`config.mk`:
```
export PLATFORM = sky130hd
export DESIGN_NAME = vsync_generator_flat
export DESIGN_NICKNAME = d
export VERILOG_FILES = /design/src/rtl/vsync_generator_if.sv /design/src/rtl/vsync_generator.sv /design/src/flat_wrapper.sv
export SDC_FILE = /design/constraint.sdc
export NUM_CORES = 1
export LEC_CHECK = 0
export CAP_MARGIN = 0
export CORE_UTILIZATION = 25
export DETAILED_ROUTE_END_ITERATION = 6
export PLACE_DENSITY = 0.46
export SLEW_MARGIN = 20
export SYNTH_ARGS = -nofsm -noshare
export SYNTH_HDL_FRONTEND = slang
export SYNTH_SLANG_ARGS = --single-unit
```
`constraint.sdc`:
```
create_clock -name clk -period 2.55 [get_ports clk]
set_input_delay 0.765 -clock clk [delete_from_list [all_inputs] [get_ports clk]]
set_output_delay 0.765 -clock clk [all_outputs]
set_load 0.01 [all_outputs]
```
`src/rtl/vsync_generator_if.sv`:
```
// rtl/vsync_generator_if.sv - line pulse input and vertical timing outputs of the vsync generator
interface vsync_generator_if;
    logic       line_done;
    logic       vsync;
    logic [6:0] vpixel;
    logic       en;
    logic       frame_start;

    // Generator side: consumes line pulses, produces vertical timing
    modport master (
        input  line_done,
        output vsync,
        output vpixel,
        output en,
        output frame_start
    );

    // Consumer side: supplies line pulses, observes vertical timing
    modport slave (
        output line_done,
        input  vsync,
        input  vpixel,
        input  en,
        input  frame_start
    );
endinterface

```
`src/rtl/vsync_generator.sv`:
```
// rtl/vsync_generator.sv - vertical sync / display-enable / logical row generator driven by line pulses
module vsync_generator #(
    parameter int SYNC_LINES = 2,
    parameter int BP_LINES   = 29,
    parameter int DISP_LINES = 480,
    parameter int FP_LINES   = 10,
    parameter int ROW_REPEAT = 5
) (
    input  logic              clk,
    input  logic              reset,
    vsync_generator_if.master bus
);
    typedef enum logic [1:0] {
        SYNC    = 2'd0,
        BP      = 2'd1,
        DISPLAY = 2'd2,
        FP      = 2'd3
    } state_t;

    // Line counter must hold the longest phase length minus one
    localparam int MAX_AB  = (SYNC_LINES > BP_LINES) ? SYNC_LINES : BP_LINES;
    localparam int MAX_CD  = (DISP_LINES > FP_LINES) ? DISP_LINES : FP_LINES;
    localparam int MAX_LEN = (MAX_AB > MAX_CD) ? MAX_AB : MAX_CD;
    localparam int CNT_W   = $clog2(MAX_LEN + 1);
    localparam int REP_W   = $clog2(ROW_REPEAT + 1);

    localparam logic [CNT_W-1:0] SYNC_LAST = CNT_W'(SYNC_LINES - 1);
    localparam logic [CNT_W-1:0] BP_LAST   = CNT_W'(BP_LINES - 1);
    localparam logic [CNT_W-1:0] DISP_LAST = CNT_W'(DISP_LINES - 1);
    localparam logic [CNT_W-1:0] FP_LAST   = CNT_W'(FP_LINES - 1);
    localparam logic [REP_W-1:0] REP_LAST  = REP_W'(ROW_REPEAT - 1);

    state_t           state, state_nxt;
    logic [CNT_W-1:0] cnt, cnt_nxt;
    logic [CNT_W-1:0] last_idx;
    logic [REP_W-1:0] rep, rep_nxt;
    logic [6:0]       row, row_nxt;
    logic             phase_end;

    // Index of the final line of the current phase
    always_comb begin
        last_idx = SYNC_LAST;
        case (state)
            SYNC:    last_idx = SYNC_LAST;
            BP:      last_idx = BP_LAST;
            DISPLAY: last_idx = DISP_LAST;
            FP:      last_idx = FP_LAST;
            default: last_idx = SYNC_LAST;
        endcase
    end

    assign phase_end = bus.line_done && (cnt == last_idx);

    // Next-state, line counter and row/repeat counters; everything holds without line_done
    always_comb begin
        state_nxt = state;
        cnt_nxt   = cnt;
        rep_nxt   = rep;
        row_nxt   = row;
        if (bus.line_done) begin
            if (phase_end) begin
                cnt_nxt = '0;
                case (state)
                    SYNC:    state_nxt = BP;
                    BP:      state_nxt = DISPLAY;
                    DISPLAY: state_nxt = FP;
                    FP:      state_nxt = SYNC;
                    default: state_nxt = SYNC;
                endcase
            end else begin
                cnt_nxt = cnt + 1'b1;
            end

            // Row stepping only happens in DISPLAY; leaving DISPLAY clears it so
            // the row index never reaches DISP_LINES/ROW_REPEAT
            if (state == DISPLAY) begin
                if (phase_end) begin
                    rep_nxt = '0;
                    row_nxt = '0;
                end else if (rep == REP_LAST) begin
                    rep_nxt = '0;
                    row_nxt = row + 7'd1;
                end else begin
                    rep_nxt = rep + 1'b1;
                end
            end
        end
    end

    // State and counter registers
    always_ff @(posedge clk) begin
        if (reset) begin
            state <= SYNC;
            cnt   <= '0;
            rep   <= '0;
            row   <= '0;
        end else begin
            state <= state_nxt;
            cnt   <= cnt_nxt;
            rep   <= rep_nxt;
            row   <= row_nxt;
        end
    end

    // Registered outputs decoded from the next state so they change together with it
    always_ff @(posedge clk) begin
        if (reset) begin
            bus.vsync       <= 1'b0;
            bus.en          <= 1'b0;
            bus.vpixel      <= '0;
            bus.frame_start <= 1'b0;
        end else begin
            bus.vsync       <= (state_nxt != SYNC);
            bus.en          <= (state_nxt == DISPLAY);
            bus.vpixel      <= row_nxt;
            bus.frame_start <= phase_end && (state == FP);
        end
    end
endmodule

```
`src/flat_wrapper.sv`:
```
// flat-port wrapper written by rule: the top's interface ports become plain ports
module vsync_generator_flat 
#(
    parameter int SYNC_LINES = 2,
    parameter int BP_LINES   = 29,
    parameter int DISP_LINES = 480,
    parameter int FP_LINES   = 10,
    parameter int ROW_REPEAT = 5
)
  (clk, reset, bus_line_done, bus_vsync, bus_vpixel, bus_en, bus_frame_start);
  vsync_generator_if bus_i ();
  input  logic clk;
  input  logic reset;
  input wire logic [$bits(bus_i.line_done)-1:0] bus_line_done;
  output wire logic [$bits(bus_i.vsync)-1:0] bus_vsync;
  output wire logic [$bits(bus_i.vpixel)-1:0] bus_vpixel;
  output wire logic [$bits(bus_i.en)-1:0] bus_en;
  output wire logic [$bits(bus_i.frame_start)-1:0] bus_frame_start;
  assign bus_i.line_done = bus_line_done;
  assign bus_vsync = bus_i.vsync;
  assign bus_vpixel = bus_i.vpixel;
  assign bus_en = bus_i.en;
  assign bus_frame_start = bus_i.frame_start;
  vsync_generator #(.SYNC_LINES(SYNC_LINES), .BP_LINES(BP_LINES), .DISP_LINES(DISP_LINES), .FP_LINES(FP_LINES), .ROW_REPEAT(ROW_REPEAT)) u_core (.clk(clk), .reset(reset), .bus(bus_i));
endmodule
```
## Yosys cells after proc, flatten, opt, wreduce, memory -nomap -nowiden

Cells that the tools add are included.
Widths: inputs -> output; s select.

- Bits in registers: 24
- Input port bits: 3
- Output and inout port bits: 10
- Logic and storage cells: 32

- Add/subtract/negate cells: 3
- Eq/ne operators: 6
- Multiplexer cells: 9
- Reduce and logical (&&, ||, !) cells: 7

Operators with widths:

| cell | count |
|---|---|
| $pmux 9 s4 | 1 |
| $mux 7 | 2 |
| $add 9x1->9 const B | 1 |
| $eq 9x9->1 | 1 |
| $mux 9 | 1 |
| $pmux 2 s4 | 1 |
| $add 7x1->7 const B | 1 |
| $eq 2x2->1 const B | 3 |
| $mux 3 | 2 |
| $mux 2 | 2 |
| $reduce_bool 2->1 | 2 |
| $add 3x1->3 const B | 1 |
| $eq 3x3->1 const B | 1 |
| $reduce_and 3->1 | 1 |
| $eq 2x1->1 const B | 1 |
| $logic_and 1x1->1 | 2 |
| $logic_not 2->1 | 1 |
| $reduce_and 2->1 | 1 |

## Depth between registers and ports, before layout

- Depth in word-level cells: 7
- Mapped depth: 8
- Depth with buffers taken out: 6

## Least setup slack after synthesis

Ideal clock, no wire load.

- Kind: input port to flip-flop
- Start: input port bus_line_done
- End: register u_core.row[6]
- Library setup time: 0.070 ns
- Arrival time: 1.926 ns
- Data required time: 2.480 ns
- Path slack: 0.554 ns
- Stages on the path: 5
- Path buffers: 1
- Cell sequence: clkbuf_1 > and4_1 > nand4_1 > or3_1 > a21oi_1

- Cells in the longest elaborated chain, start to end: 3
- Elaborated cells between the ends (all ways): 4
- Classes of those cells: mux (1); reduce/logical (3)

RTL lines:

| element | line | text |
|---|---|---|
| start, declared | flat_wrapper.sv:14 | `input wire logic [$bits(bus_i.line_done)-1:0] bus_line_done;` |
| $logic_and 1x1->1 | vsync_generator.sv:52 | `assign phase_end = bus.line_done && (cnt == last_idx);` |
| $reduce_bool 2->1 (no line) | n/a |  |
| $reduce_and 3->1 (no line) | n/a |  |
| end signal, assigned | vsync_generator.sv:101 | `row <= row_nxt;` |
| end, declared | vsync_generator.sv:37 | `logic [6:0] row, row_nxt;` |

Parallel ways exist; a longest one is shown, timed or not.
A chain may end at the register's enable or synchronous reset.

## Worst setup path in the final report

- Start: register u_core.state[0]
- End: register u_core.bus.en

- Cells in the longest elaborated chain, start to end: 7
- Elaborated cells between the ends (all ways): 11
- Classes of those cells: eq/ne (5); mux (4); reduce/logical (2)

RTL lines:

| element | line | text |
|---|---|---|
| start, declared | vsync_generator.sv:33 | `state_t state, state_nxt;` |
| start signal, assigned | vsync_generator.sv:98 | `state <= state_nxt;` |
| $eq 2x2->1, or another cell as far along | vsync_generator.sv:43, vsync_generator.sv:63 |  |
| $pmux 9 s4 | vsync_generator.sv:43 | `case (state)` |
| $eq 9x9->1 | vsync_generator.sv:52 |  |
| $logic_and 1x1->1 | vsync_generator.sv:52 |  |
| $mux 2 | vsync_generator.sv:61 | `if (phase_end) begin` |
| $mux 2 * | vsync_generator.sv:60 | `if (bus.line_done) begin` |
| $eq 2x2->1 * | vsync_generator.sv:114 | `bus.en <= (state_nxt == DISPLAY);` |
| end signal, assigned | vsync_generator.sv:114 |  |
| end, declared | vsync_generator_if.sv:14 | `output en,` |

Mark *: on every way between the ends. The rest lies on a longest branch, timed or not. The select of a mux whose other input is x is not followed.

==> flow_summary.yaml <==
status:
  status: "finished, final reports clean"
power_and_ir_drop:
  power_density_mw_per_mm2: 567
  swShare_pct: 28.8
  p_switching_uw: 243
  p_seq_share_pct: 48.2
  combPwrFrac_pct: 21.2
  clkPwrFrac_pct: 30.5
  leakage_uw: 0.000502
  power.internal_uw: 599
  ir_drop_uv: 260
clock_tree:
  path_clk_slew_ns: 0.08
  cts_tree: "yes"
  cts-buffers-inserted: 3
  holdBufCountCts: 0
  clk_latency_ns: 0.27
  cts_sinks: 24
  cts_setup_buffers: 0
  cts_max_level: 1
  clk_path_buf_depth: 2
  cts_root_buf: "clkbuf_8"
  cts_resized: 0
timing:
  slew_headroom_pct: 71.8
  hold_violations: 0
  setup_viol: 0
  skew_ns: 0.00442
  min_period_ns: 2.13
  worst_slew_pin_slew_ns: 0.423
  setup_tns_ns: 0
  slew_viol_final: 0
  max_freq_ghz: 0.470
  final.period_utilization_pct: 83.5
  grt_setup_unrepaired: "false"
floorplanning:
  die_w_um: 72.3
  dieArea_sq_mm: 0.00523
  fp-row-count: 25
  initial_utilization_pct: 26.0
  placeableCoreArea_sq_mm: 0.00475
  dieHeight_um: 72.3
  pin_count: 13
finish:
  nNetsFinal: 165
  drive_gt1_share_pct: 5.88
  syn_to_final_growth_pct: 20.1
  diodes: 0
  final_common_cell: "dfxtp_1"
  mostFrequentLayoutCells: "24 x dfxtp_1, 19 x nor2_1, 12 x nand2_1, 12 x clkdlybuf4s50_1, 9 x xnor2_1"
  design_area_sq_mm: 0.00149
  fillCellCount: 516
synthesis:
  yosysTopAreaCellShare_pct: 38.9
  synth_top_flop_cell: "dfxtp_1"
  synth_top_cell_by_area: "dfxtp_1"
  syn_area_per_cell_sq_um: 8.77
  synth_edf_count: 0
  synth_cells: 141
  ys_seq_elements: 24
  synthesis.nets: 152
  ys_seq_area_share_pct: 38.9
  ys_warn_count: 0
  netlist_area_sq_mm: 0.00124
  yosysUniqueCellTypes: 37
  async_reset_ff_share_pct: 0
  yosys-top-cells-area: "dfxtp_1 39%, ha_1 8.1%, xnor2_1 6.4%"
setup_path:
  crit_arrival_ns: 2.32
  critPathRequiredTime_ns: 2.74
  reg2reg_from: "u_core.state[0]$_SDFF_PP0_"
  cp_max_fo: 7
  ff2ff_path_depth: 6
  crit_type: "reg2reg"
  rrSetupSlack_ns: 0.42
  r2r_end: "u_core.bus.en$_SDFF_PP0_"
  crit_path_end_kind: "flop"
  crit_path_start_kind: "flop"
routing:
  drt_iter0_drc: 27
  num_vias: 1011
  drtPass1Iterations: 4
  antenna_left: 0
  drcViolationCount: 0
  wirelength_um: 2450
  wl_per_cell_um: 11.1
  viasPerCell: 4.60
hold_path:
  hold_end: "u_core.row[6]$_SDFFE_PP0P_"
  holdPathStages: 2
  holdCritPathClass: "reg2reg"
  worstHoldStart: "u_core.row[6]$_SDFFE_PP0P_"
placed_design:
  io_buffer_count: 12
  placed_area_sq_mm: 0.00143
  hpwl_um: 1870
  place_congestion: 0.778
global_route:
  antenna_found_initial: 0
  grt_pass1_vias: 987
  grt_max_degree: 15
  grt_pass1_wl_um: 4570
  grt_overflow: 0
  grt_usage_pct: 11.1
flow_run:
  maxCapViolCount: 0
==> cell type report <==
cell class | instances | area [sq um] | share of cell area, %
flip-flops and latches | 24 | 480 | 32.4
inverters | 7 | 26.3 | 1.77
well taps | 67 | 83.8 | 5.64
clock buffers | 4 | 55.1 | 3.71
repair buffers | 14 | 135 | 9.10
multi-input cells | 104 | 704 | 47.4
==> worst max-delay path: stages (launching register included) <==
cell and delay [ns]:
dfxtp_1 0.41, inv_1 0.11, ha_1 0.40, nor3_1 0.25, o2111ai_1 0.23, or4_1 0.51, a21oi_1 0.14
==> logic make-up (layout without fill, tap and decap cells) <==
logic type               after synthesis  after routing  synth area share [%]
AO/OA/AOI/OAI                         23             23                  14.6
XOR/XNOR                              15             15                  10.6
adder cells (fa/ha/maj)                8              8                  8.10
buffers and inverters                 13             25                  4.15
flip-flops                            24             24                  38.9
multiplexers                           1              1                 0.810
AND/OR/NAND/NOR                       57             57                  22.9
==> metal layers <==
layer / track usage [%] / routed length (um) / up-vias
li1: - / - / 525
met1: 14.2 / 1180 / 466
met2: 18.3 / 1160 / 18
met3: 3.47 / 98 / 2
met4: 2.83 / 8 / 0
met5: 0 / 0 / -
==> synthesized netlist by cell type (2+ instances only) <==
library cell and n:
xor2_1 6, a21oi_1 5, dfxtp_1 24, xnor2_1 9, nand4_1 7, nand3_1 3
o21ai_0 3, nor2_1 19, a311oi_1 3, or3_1 2, inv_1 7, ha_1 8
nand3b_1 2, buf_2 2, nand2_1 12, nor3_1 5, clkbuf_1 4
==> registers in the layout, indices dropped and copies added (netlist names) <==
register                count
u_core.bus.en               1
u_core.bus.frame_start      1
u_core.bus.vsync            1
u_core.cnt                  9
u_core.rep                  3
u_core.row                  7
u_core.state                2
==> stage by stage <==
stage | setup slack (ns) | total power [uW] | hold slack [ns] | utilization, % | cells
6_report | 0.422 | 842 | 0.491 | 31.2 | 220
5_1_grt | 0.204 | 903 | 0.518 | 31.2 | 220
4_1_cts | 0.415 | 859 | 0.497 | 31.2 | 220
3_5_place_dp | 0.242 | 593 | 0.483 | 30.1 | 216
3_3_place_gp | 0.258 | 590 | 0.475 | 30.1 | 216
2_1_floorplan | 0.554 | 543 | 0.478 | - | 141
==> how the worst max path moves through the flow <==
stage	from	endpoint	slack, ns	cells past startpoint
floorplan	bus_line_done	u_core.row[6]$_SDFFE_PP0P_	0.55	5
global placement	bus_line_done	u_core.row[6]$_SDFFE_PP0P_	0.26	5
detailed placement	bus_line_done	u_core.row[6]$_SDFFE_PP0P_	0.24	5
CTS	u_core.state[0]$_SDFF_PP0_	u_core.bus.en$_SDFF_PP0_	0.42	6
global route	u_core.state[0]$_SDFF_PP0_	u_core.bus.en$_SDFF_PP0_	0.20	6
finish	u_core.state[0]$_SDFF_PP0_	u_core.bus.en$_SDFF_PP0_	0.42	6
==> power by group through the flow <==
stage                     registers [uW]  logic [uW]  clock network (uW)
after CTS                            406         180                 274
after global routing                 409         204                 290
after detailed placement             415         178                   0
final                                406         179                 257
after floorplan                      413         130                   0
after global placement               415         175                   0
(Power assumes the default switching activity.)
==> variant, RTL diff (same flow settings) <==
`SYNC_LINES` is set to 2 in 2 places; all go to 4.
--- a/src/rtl/vsync_generator.sv
+++ b/src/rtl/vsync_generator.sv
@@ -1,6 +1,6 @@
 // rtl/vsync_generator.sv - vertical sync / display-enable / logical row generator driven by line pulses
 module vsync_generator #(
-    parameter int SYNC_LINES = 2,
+    parameter int SYNC_LINES = 4,
     parameter int BP_LINES   = 29,
     parameter int DISP_LINES = 480,
     parameter int FP_LINES   = 10,
--- a/src/flat_wrapper.sv
+++ b/src/flat_wrapper.sv
@@ -1,7 +1,7 @@
 // flat-port wrapper written by rule: the top's interface ports become plain ports
 module vsync_generator_flat 
 #(
-    parameter int SYNC_LINES = 2,
+    parameter int SYNC_LINES = 4,
     parameter int BP_LINES   = 29,
     parameter int DISP_LINES = 480,
     parameter int FP_LINES   = 10,
Check against the original RTL: not equivalent (Yosys sat finds a counterexample within 4 cycles, from zero or initial values and one cycle with reset high).
==> variant against the original RTL <==
Core utilization is 0.53 points higher; sequential cell count is the same; non-clock buffer count rose by 1; routed wire length increased by 11%; setup slack got worse by 190 ps; via count grew 4.7%; synthesized area grew 2.5%; design area is 2.4% higher; first-iteration DRC count increased by 7.4%.
Power is not compared: it rests on default switching activity, and its combinational part moved more than twofold at a synthesized area within 25%.
==> variant: results <==
placement:
  dpl.hpwl_mm: 2.003
  routabilityCongestion: 0.8129
  pre_cts_ws_ps: 195.5
yosys:
  ys_types: 36
  synth_adder_area_share: 0.07897
  synth-xor-area-share: 0.07601
  synth.net_count: 153
  netlist_top_cells_count: "sky130_fd_sc_hd__dfxtp_1 (24), sky130_fd_sc_hd__nand2_1 (17), sky130_fd_sc_hd__nor2_1 (14)"
  yosys-mux-area-fraction: 0.01579
  ys_seq_area_frac: 0.3791
worst_setup_path:
  critPathSlowestCell: "sky130_fd_sc_hd__dfxtp_1"
  crit_path_max_fo: 12
  setup.reg_to_reg.worst_slack_ps: 230
  cp_data_arrival_time_ps: 2440
sta:
  finalClockSkew_ps: 1.859
global_routing:
  grt_max_degree: 14
  grt_pass1_wl_mm: 4.788
  global_route_usage_over_all_layers: 0.1159
  grt_use_met3: 0.02210
  globalRouteMet2Util: 0.2016
run_status:
  status: "complete, no violations"
hold_path:
  min-delay-start: "u_core.rep[1]"
finish:
  nonClockBufferCount: 15
  seq_cell_count: 24
  buf_share: 0.09383
drt:
  finalWirelength_mm: 2.708
-- variant: cell count changes after synthesis, sizes merged, moves of 2 or more --
| cell | change |
|---|---|
| or2 | +2 |
| and3 | +2 |
| nor2 | -5 |
| o311ai | +2 |
| nand4b | +4 |
| and2 | +3 |
| nand4 | +4 |
| nand3 | +2 |
| inv | -2 |
| a21oi | -3 |
| xnor2 | -5 |
| nand2 | +5 |
-- variant: how the worst max path moves through the flow --
stage,from,to,slack (ps),cells past startpoint
floorplan,u_core.state[0],u_core.rep[0],700,8
global placement,bus_line_done,u_core.cnt[7],270,6
detailed placement,bus_line_done,u_core.row[5],200,4
CTS,u_core.state[0],u_core.row[5],270,7
global route,u_core.state[0],u_core.row[4],70,7
finish,u_core.state[0],u_core.row[4],230,7
-- variant: power breakdown --
part | leakage (nW) | switching [mW] | internal (mW)
clock | 0.0288 | 0.121 | 0.138
sequential | 0.194 | 0.0106 | 0.381
combinational | 0.294 | 0.0306 | 0.0261
